<file path="src/rtl/regfile_wb_arbiter_if.sv">
// Bus bundle between WB stage, multi-cycle unit, RegFile and the write-port arbiter.
// slave = arbiter side, master = requester/RegFile side.
interface regfile_wb_arbiter_if;
  logic        a_valid;
  logic [4:0]  a_rd;
  logic [31:0] a_data;
  logic        a_stall;
  logic        b_valid;
  logic [4:0]  b_rd;
  logic [31:0] b_data;
  logic        b_ready;
  logic        iss_valid;
  logic [4:0]  iss_rd;
  logic [4:0]  rs1;
  logic [4:0]  rs2;
  logic        busy1;
  logic        busy2;
  logic        rf_regwrite;
  logic [4:0]  rf_writereg;
  logic [31:0] rf_writedata;
  logic [31:0] rf_rdata1;
  logic [31:0] rf_rdata2;
  logic [31:0] rdata1;
  logic [31:0] rdata2;

  modport slave (
    input  a_valid, a_rd, a_data,
    input  b_valid, b_rd, b_data,
    input  iss_valid, iss_rd, rs1, rs2,
    input  rf_rdata1, rf_rdata2,
    output a_stall, b_ready, busy1, busy2,
    output rf_regwrite, rf_writereg, rf_writedata,
    output rdata1, rdata2
  );

  modport master (
    output a_valid, a_rd, a_data,
    output b_valid, b_rd, b_data,
    output iss_valid, iss_rd, rs1, rs2,
    output rf_rdata1, rf_rdata2,
    input  a_stall, b_ready, busy1, busy2,
    input  rf_regwrite, rf_writereg, rf_writedata,
    input  rdata1, rdata2
  );
endinterface

</file>
<file path="src/rtl/regfile_wb_arbiter.sv">
// Shares the RegFile write port between WB (A) and a multi-cycle unit (B), with
// starvation-forced B priority and a pending-write scoreboard. Option: RF_ARB_BYPASS_EN.
module regfile_wb_arbiter #(
  parameter int unsigned STARVE_LIMIT = 4,
  parameter int unsigned CNT_W        = 3
) (
  input logic                 clk,
  input logic                 rst,
  regfile_wb_arbiter_if.slave bus
);

  typedef enum logic {
    NORMAL  = 1'b0,
    FORCE_B = 1'b1
  } state_t;

  localparam logic [CNT_W-1:0] LIMIT = CNT_W'(STARVE_LIMIT);

  state_t           state;
  logic [CNT_W-1:0] starve_cnt;
  logic [CNT_W-1:0] cnt_next;
  logic [31:0]      pend;
  logic [31:0]      pend_next;

  logic             grant_a;
  logic             grant_b;
  logic             wr_en;
  logic [4:0]       wr_rd;
  logic [31:0]      wr_data;

  always_comb begin
    grant_a = 1'b0;
    grant_b = 1'b0;
    case (state)
      FORCE_B: begin
        grant_b = bus.b_valid;
        grant_a = bus.a_valid & ~bus.b_valid;
      end
      default: begin
        grant_a = bus.a_valid;
        grant_b = bus.b_valid & ~bus.a_valid;
      end
    endcase
  end

  // rd=0 requests are granted so the handshake completes, but never written.
  always_comb begin
    wr_en   = 1'b0;
    wr_rd   = '0;
    wr_data = '0;
    if (grant_b) begin
      wr_en   = (bus.b_rd != 5'd0);
      wr_rd   = bus.b_rd;
      wr_data = bus.b_data;
    end else if (grant_a) begin
      wr_en   = (bus.a_rd != 5'd0);
      wr_rd   = bus.a_rd;
      wr_data = bus.a_data;
    end
  end

  always_comb begin
    cnt_next = starve_cnt;
    if (grant_b) begin
      cnt_next = '0;
    end else if (bus.b_valid && (starve_cnt != LIMIT)) begin
      cnt_next = starve_cnt + CNT_W'(1);
    end
  end

  // Set is applied after clear so a same-cycle issue of the committing rd stays pending.
  always_comb begin
    pend_next = pend;
    if (grant_b) begin
      pend_next[bus.b_rd] = 1'b0;
    end
    if (bus.iss_valid && (bus.iss_rd != 5'd0)) begin
      pend_next[bus.iss_rd] = 1'b1;
    end
    pend_next[0] = 1'b0;
  end

  // FORCE_B is exactly starve_cnt==LIMIT; only a B grant clears the count.
  always_ff @(posedge clk or posedge rst) begin
    if (rst) begin
      state      <= NORMAL;
      starve_cnt <= '0;
      pend       <= '0;
    end else begin
      starve_cnt <= cnt_next;
      state      <= (cnt_next == LIMIT) ? FORCE_B : NORMAL;
      pend       <= pend_next;
    end
  end

  assign bus.a_stall      = bus.a_valid & ~grant_a;
  assign bus.b_ready      = grant_b;
  assign bus.rf_regwrite  = wr_en;
  assign bus.rf_writereg  = wr_rd;
  assign bus.rf_writedata = wr_data;
  assign bus.busy1        = pend[bus.rs1];
  assign bus.busy2        = pend[bus.rs2];

`ifdef RF_ARB_BYPASS_EN
  assign bus.rdata1 = (wr_en && (wr_rd == bus.rs1)) ? wr_data : bus.rf_rdata1;
  assign bus.rdata2 = (wr_en && (wr_rd == bus.rs2)) ? wr_data : bus.rf_rdata2;
`else
  assign bus.rdata1 = bus.rf_rdata1;
  assign bus.rdata2 = bus.rf_rdata2;
`endif

endmodule

</file>
<file path="src/flat_wrapper.sv">
// flat-port wrapper written by rule: the top's interface ports become plain ports
module regfile_wb_arbiter_flat 
#(
  parameter int unsigned STARVE_LIMIT = 4,
  parameter int unsigned CNT_W        = 3
)
  (clk, rst, bus_a_valid, bus_a_rd, bus_a_data, bus_b_valid, bus_b_rd, bus_b_data, bus_iss_valid, bus_iss_rd, bus_rs1, bus_rs2, bus_rf_rdata1, bus_rf_rdata2, bus_a_stall, bus_b_ready, bus_busy1, bus_busy2, bus_rf_regwrite, bus_rf_writereg, bus_rf_writedata, bus_rdata1, bus_rdata2);
  regfile_wb_arbiter_if bus_i ();
  input logic clk;
  input logic rst;
  input wire logic [$bits(bus_i.a_valid)-1:0] bus_a_valid;
  input wire logic [$bits(bus_i.a_rd)-1:0] bus_a_rd;
  input wire logic [$bits(bus_i.a_data)-1:0] bus_a_data;
  input wire logic [$bits(bus_i.b_valid)-1:0] bus_b_valid;
  input wire logic [$bits(bus_i.b_rd)-1:0] bus_b_rd;
  input wire logic [$bits(bus_i.b_data)-1:0] bus_b_data;
  input wire logic [$bits(bus_i.iss_valid)-1:0] bus_iss_valid;
  input wire logic [$bits(bus_i.iss_rd)-1:0] bus_iss_rd;
  input wire logic [$bits(bus_i.rs1)-1:0] bus_rs1;
  input wire logic [$bits(bus_i.rs2)-1:0] bus_rs2;
  input wire logic [$bits(bus_i.rf_rdata1)-1:0] bus_rf_rdata1;
  input wire logic [$bits(bus_i.rf_rdata2)-1:0] bus_rf_rdata2;
  output wire logic [$bits(bus_i.a_stall)-1:0] bus_a_stall;
  output wire logic [$bits(bus_i.b_ready)-1:0] bus_b_ready;
  output wire logic [$bits(bus_i.busy1)-1:0] bus_busy1;
  output wire logic [$bits(bus_i.busy2)-1:0] bus_busy2;
  output wire logic [$bits(bus_i.rf_regwrite)-1:0] bus_rf_regwrite;
  output wire logic [$bits(bus_i.rf_writereg)-1:0] bus_rf_writereg;
  output wire logic [$bits(bus_i.rf_writedata)-1:0] bus_rf_writedata;
  output wire logic [$bits(bus_i.rdata1)-1:0] bus_rdata1;
  output wire logic [$bits(bus_i.rdata2)-1:0] bus_rdata2;
  assign bus_i.a_valid = bus_a_valid;
  assign bus_i.a_rd = bus_a_rd;
  assign bus_i.a_data = bus_a_data;
  assign bus_i.b_valid = bus_b_valid;
  assign bus_i.b_rd = bus_b_rd;
  assign bus_i.b_data = bus_b_data;
  assign bus_i.iss_valid = bus_iss_valid;
  assign bus_i.iss_rd = bus_iss_rd;
  assign bus_i.rs1 = bus_rs1;
  assign bus_i.rs2 = bus_rs2;
  assign bus_i.rf_rdata1 = bus_rf_rdata1;
  assign bus_i.rf_rdata2 = bus_rf_rdata2;
  assign bus_a_stall = bus_i.a_stall;
  assign bus_b_ready = bus_i.b_ready;
  assign bus_busy1 = bus_i.busy1;
  assign bus_busy2 = bus_i.busy2;
  assign bus_rf_regwrite = bus_i.rf_regwrite;
  assign bus_rf_writereg = bus_i.rf_writereg;
  assign bus_rf_writedata = bus_i.rf_writedata;
  assign bus_rdata1 = bus_i.rdata1;
  assign bus_rdata2 = bus_i.rdata2;
  regfile_wb_arbiter #(.STARVE_LIMIT(STARVE_LIMIT), .CNT_W(CNT_W)) u_core (.clk(clk), .rst(rst), .bus(bus_i));
endmodule
</file>
<file path="config.mk">
export PLATFORM = sky130hd
export DESIGN_NAME = regfile_wb_arbiter_flat
export DESIGN_NICKNAME = d
export VERILOG_FILES = /design/src/rtl/regfile_wb_arbiter_if.sv /design/src/rtl/regfile_wb_arbiter.sv /design/src/flat_wrapper.sv
export SDC_FILE = /design/constraint.sdc
export NUM_CORES = 1
export LEC_CHECK = 0
export ABC_AREA = 1
export BUFFER_PORTS_ARGS = -buffer_cell sky130_fd_sc_hd__buf_2
export CORE_MARGIN = 8
export CORE_UTILIZATION = 36
export CTS_BUF_LIST = sky130_fd_sc_hd__clkbuf_8
export CTS_CLUSTER_DIAMETER = 60
export DETAILED_ROUTE_END_ITERATION = 16
export HOLD_SLACK_MARGIN = 0.08
export PLACE_DENSITY = 0.78
export SLEW_MARGIN = 20
export SYNTH_ARGS = -nofsm -noshare
export SYNTH_HDL_FRONTEND = slang
export SYNTH_SLANG_ARGS = --single-unit
export TNS_END_PERCENT = 100
</file>
<file path="constraint.sdc">
create_clock -name clk -period 1.05 [get_ports clk]
set_input_delay 0.0525 -clock clk [delete_from_list [all_inputs] [get_ports clk]]
set_output_delay 0.0525 -clock clk [all_outputs]
set_load 0.03 [all_outputs]
</file>
Word-level counts from Yosys, hierarchy flattened
Cells that the tools add are included.
- muxes and demuxes: 21
- bitwise operators: 9
- add/subtract/negate cells: 1
- equal/unequal tests: 2
- reduce and logical (&&, ||, !) cells: 7
- $lt $le $gt $ge: 6
- operators with widths (operator ; count):
    32-bit two-way mux ; 4
    32-bit bitwise AND ; 1
    32-bit NOT ; 1
    32-bit OR ; 1
    5-bit by 6-bit less-than comparator with 1-bit output (second input constant) ; 4
    5-bit nonzero test ; 3
    1-bit binary-select mux with 5-bit select ; 2
    1-bit demux with 5-bit select ; 2
    5-bit by 1-bit >= comparator with 1-bit output (second input constant) ; 2
    5-bit two-way mux ; 2
    1-bit two-way mux ; 9
    3-bit two-way mux ; 2
    1-bit logical AND ; 4
    3-bit by 1-bit adder with 3-bit output (second input constant) ; 1
    1-bit bitwise AND ; 3
    3-bit == test (second input constant) ; 1
    3-bit inequality test (second input constant) ; 1
    1-bit NOT ; 3
- word-level logic and storage cells: 49
- input port bits: 158
- output and inout bits: 106
- register bits after elaboration: 35

Longest topological paths before layout
- word-level depth: 9
- gate-level depth with buffers: 11
- mapped depth without buffers: 9

Worst setup path before layout
OpenSTA, ideal clock, no wires.
- path kind: reg-to-output
- start point: register u_core.state
- end point: output bus_rf_writedata[22]
- required time: 0.998 ns
- data arrival time: 1.223 ns
- slack: -0.225 ns
- cell stages (with the launch flop): 5
- buffers on the path: 1
- path through: dfrtp_1 -> o21ai_4 -> inv_6 -> buf_6 -> a22o_1
- elaborated cells between the ends (all ways): 4
- classes of those cells: 4 x mux
- RTL lines (item ; RTL line ; RTL):
    from (decl) ; regfile_wb_arbiter.sv:19 ; state_t state;
    from (signal assigned) ; regfile_wb_arbiter.sv:91 ; state <= (cnt_next == LIMIT) ? FORCE_B : NORMAL;
    1-bit two-way mux ; regfile_wb_arbiter.sv:34 ; case (state)
    via bus_b_ready ; flat_wrapper.sv:24 ; output wire logic [$bits(bus_i.b_ready)-1:0] bus_b_ready;
    32-bit two-way mux ; regfile_wb_arbiter.sv:51 ; if (grant_b) begin
    to (decl) ; flat_wrapper.sv:29 ; output wire logic [$bits(bus_i.rf_writedata)-1:0] bus_rf_writedata;
The timed path passes the listed nets, and every way through them passes these cells.

Worst setup path in the final report
- start point: register u_core.state
- end point: output bus_rf_writedata[13]
- word-level cells in the longest chain between the ends: 3
- elaborated cells between the ends (all ways): 4
- classes of those cells: 4 x mux
- ends and longest elaborated chain (item ; RTL line ; RTL):
    1-bit two-way mux ; regfile_wb_arbiter.sv:34 ;
    32-bit two-way mux ; regfile_wb_arbiter.sv:55 ; end else if (grant_a) begin
    32-bit two-way mux * ; regfile_wb_arbiter.sv:51 ;
Every way passes the cells marked *; elsewhere a longest branch is shown, timed or not.

==> metrics.md <==
| Metric | Value |
|---|---|
| Worst R2R Start | u_core.state |
| Peak supply drop | 0.000941 V |
| GPL Wtd Cong | 0.922 |
| Crit path time final | 1.61 ns |
| Worst R2R Path Depth | 7 |
| Vias | 3731 |
| CTS tree | built |
| Number of remaining DRC errors | 0 |
| Die W | 110 um |
| PD cells | 1440 nW/um^2 |
| CP Class | flip-flop to primary output |
| Syn. warnings | 0 |
| Period utilization | 153% |
| Levels on crit path | 5 |
| Clk_skew | 0.00760 ns |
| Global route overflow | 0 |
| Die area | 12000 sq um |
| GRT Util Overall | 22.4% |
| Clock buffer depth | 2 |
| TritonCTS buffer count | 5 |
| Clock slew at reported path FFs | 0.08 ns |
| Crit path to | bus_rf_writedata[13] |
| Final HPWL DP | 9.89 mm |
| Final setup fails | 77 |
| Buffer and inverter count on the worst path | 3 |
| Row count | 34 |
| Post-synthesis net count | 604 |
| Area Overhead vs Synth | 51.9% |
| Cell Chain, Critical Path | o21ai_4 -> inv_6 -> buf_12 -> a22o_4 -> buf_6 |
| Synth Instances | 444 |
| RSZ-0062 raised after global routing | yes |
| Antenna Nets Post-Route | 0 |
| Final Max Slew Viols | 0 |
| Initial DRC Count | 297 |
| Depth of the CTS H-tree | 2 |
| Drt pass-1 iters | 5 |
| Max cap viols | 0 |
| Post-synthesis cell type with the largest combined area | dfrtp_1 |
| Vias/cell | 5.53 |
| Routed WL | 14.1 mm |
| Worst Path Max Fanout | 21 |
| Syn_area_per_cell | 7.11 sq um |
| Vias in the first global route | 3844 |
| Cell Area, Synth | 3160 sq um |
| Setup TNS | -31.89 ns |
| # clock sinks | 35 |
| Outcome | complete, but fails checks |
| Post-Synth XOR/XNOR Area | 0% |
| Final net count | 726 |
| Register area share after synthesis | 27.7% |
| Slew HR | 69.9% |
| CTS root buf | clkbuf_8 |
| Cell variety after synth | 28 |
| Post-Synth Simple-Gate Area | 25.6% |
| Clock insertion delay at the later pin of the skew report | 0.30 ns |
| Largest delay contributor family on the critical path | flip-flops |
| Largest cells by area after synthesis | dfrtp_1, buf_4, nand2_1 |
| Mux cell area share after synthesis | 0% |
| Largest net degree at the start of global routing | 36 |
| Final Hold Fails | 0 |
| Crit-path slowest cell | dfrtp_1 |
| FMAX | 622 MHz |
| Adder-Cell Fraction of Synth Area | 0.793% |
| Post-Place Setup Slack | -0.242 ns |
| Post-synthesis compound-gate area fraction | 21.8% |
| CP arrival | 1.56 ns |
| Die Span Y | 110 um |
| # diodes | 0 |
| Crit-path max cell delay | 0.44 ns |
| Critical Path RT | 1.00 ns |
| Pleak | 2.36 nW |
| Initial antenna violation count | 0 |
| Reg2reg end | u_core.state |
| Initial Util | 36.7% |
| Hold Startpoint | bus_iss_rd[3] |
| Min-delay worst type | input port to flip-flop |
| Register-to-register setup slack | -0.44 ns |
| Worst setup SP type | flip-flop |
| First-pass GRT wire length | 21.0 mm |
| Yosys reg bits | 35 |
| Core Footprint | 8590 sq um |
| Crit. Startpoint | u_core.state |
| Failing checks | negative setup slack |
| Worst Tran Pin Value | 0.452 ns |
| Share of cells above drive strength 1 | 53.8% |
| CP endpoint kind | primary output |
| # IOs | 264 |
| Main combinational cell family by area after synthesis | simple AND/OR/NAND/NOR gates |
| Top cell type's share of synthesized area | 27.7% |
| Final WS setup | -0.559 ns |
| Port bufs | 135 |
| DR WL/cell | 21.0 um |
-- where the power goes --
part           total, mW  internal [mW]  leakage (nW)  switching (mW)
clock network       1.30          0.769        0.0612           0.528
registers           2.10           1.71         0.421           0.385
logic               3.53           1.70          1.88            1.83
total               6.92           4.18          2.36            2.74
-- metal layers --
metal	part of all wire, %	track usage, %	wire length (um)
met3	11	7.21	1510
met2	49	36.8	6900
met4	3.3	9.55	465
met5	0	0	0
met1	37	26.4	5270
-- cell usage in the layout, fill, tap and decap left out, drive strengths merged, types with 3 or more instances in the layout --
| master | n |
|---|---|
| dfrtp | 35 |
| nor3 | 9 |
| o31ai | 5 |
| clkbuf | 6 |
| o21ai | 64 |
| nor2 | 3 |
| a22o | 32 |
| nand3 | 62 |
| nand2 | 99 |
| a21oi | 3 |
| buf | 192 |
| o22ai | 3 |
| inv | 44 |
-- cell families (layout without fill, tap and decap cells) --
group / after synthesis / in the layout
flops: 35 / 35
simple gates: 177 / 177
compound gates: 107 / 107
fa+ha+maj: 2 / 2
buf+inv: 123 / 246
-- worst reg2reg max path, stage by stage (launching register included) --
cell     delay, ns
dfrtp_1       0.44
o21ai_4       0.21
buf_4         0.15
buf_8         0.13
buf_4         0.13
o21ai_1       0.09
a21oi_2       0.15
nor3_1        0.07
-- layout make-up --
| cell class | instances | area [sq um] |
|---|---|---|
| inverter | 44 | 183 |
| fill | 746 | 3800 |
| clock buffer | 6 | 82.6 |
| tap | 108 | 135 |
| timing repair buffer | 194 | 1520 |
| sequential | 35 | 876 |
| multi-input combinational | 286 | 1960 |
| clock inverter | 2 | 35.0 |
-- through the flow --
stage / utilization [%] / cell area (sq um) / cells / hold slack (ns) / total power [mW]
2_1_floorplan: - / 3280 / 444 / 0.207 / 4.05
3_3_place_gp: 45.0 / 3870 / 650 / 0.105 / 4.59
3_5_place_dp: 45.0 / 3870 / 650 / 0.105 / 4.68
4_1_cts: 53.9 / 4630 / 674 / 0.0635 / 6.58
5_1_grt: 55.8 / 4790 / 675 / 0.0889 / 7.26
6_report: 55.8 / 4790 / 675 / 0.0602 / 6.92
-- sequential cells by signal, indices dropped and copies added (netlist names) --
name,cells
u_core.pend,31
u_core.starve_cnt,3
u_core.state,1
-- cell usage after synthesis (all sizes together) --
cell,number
ha,2
a22o,32
o21ai,64
o22ai,3
buf,79
o31ai,5
nand4,1
or2,1
nor4,1
nor2,3
dfrtp,35
a21oi,3
nor3,9
nand3,62
nand2,99
nand3b,1
inv,44
-- how the worst min path moves through the flow --
| stage | depth (start not counted) | endpoint |
|---|---|---|
| floorplan | 1 | u_core.pend[10] |
| global placement | 0 | bus_rdata1[10] |
| detailed placement | 0 | bus_rdata1[10] |
| CTS | 4 | u_core.pend[21] |
| global route | 4 | u_core.pend[21] |
| finish | 4 | u_core.pend[21] |
-- repair_timing --
| item | in CTS | in global routing |
|---|---|---|
| hold buffers | 2 | 0 |
| endpoints found under the hold margin | 38 | 0 |
| cloned | 3 | 0 |
| gates resized for setup | 133 | 39 |
| pin swaps | 18 | 11 |
| setup endpoints to repair | 77 | 77 |
| setup buffers | 12 | 2 |
Note: power is estimated with default switching activity, not from simulation.
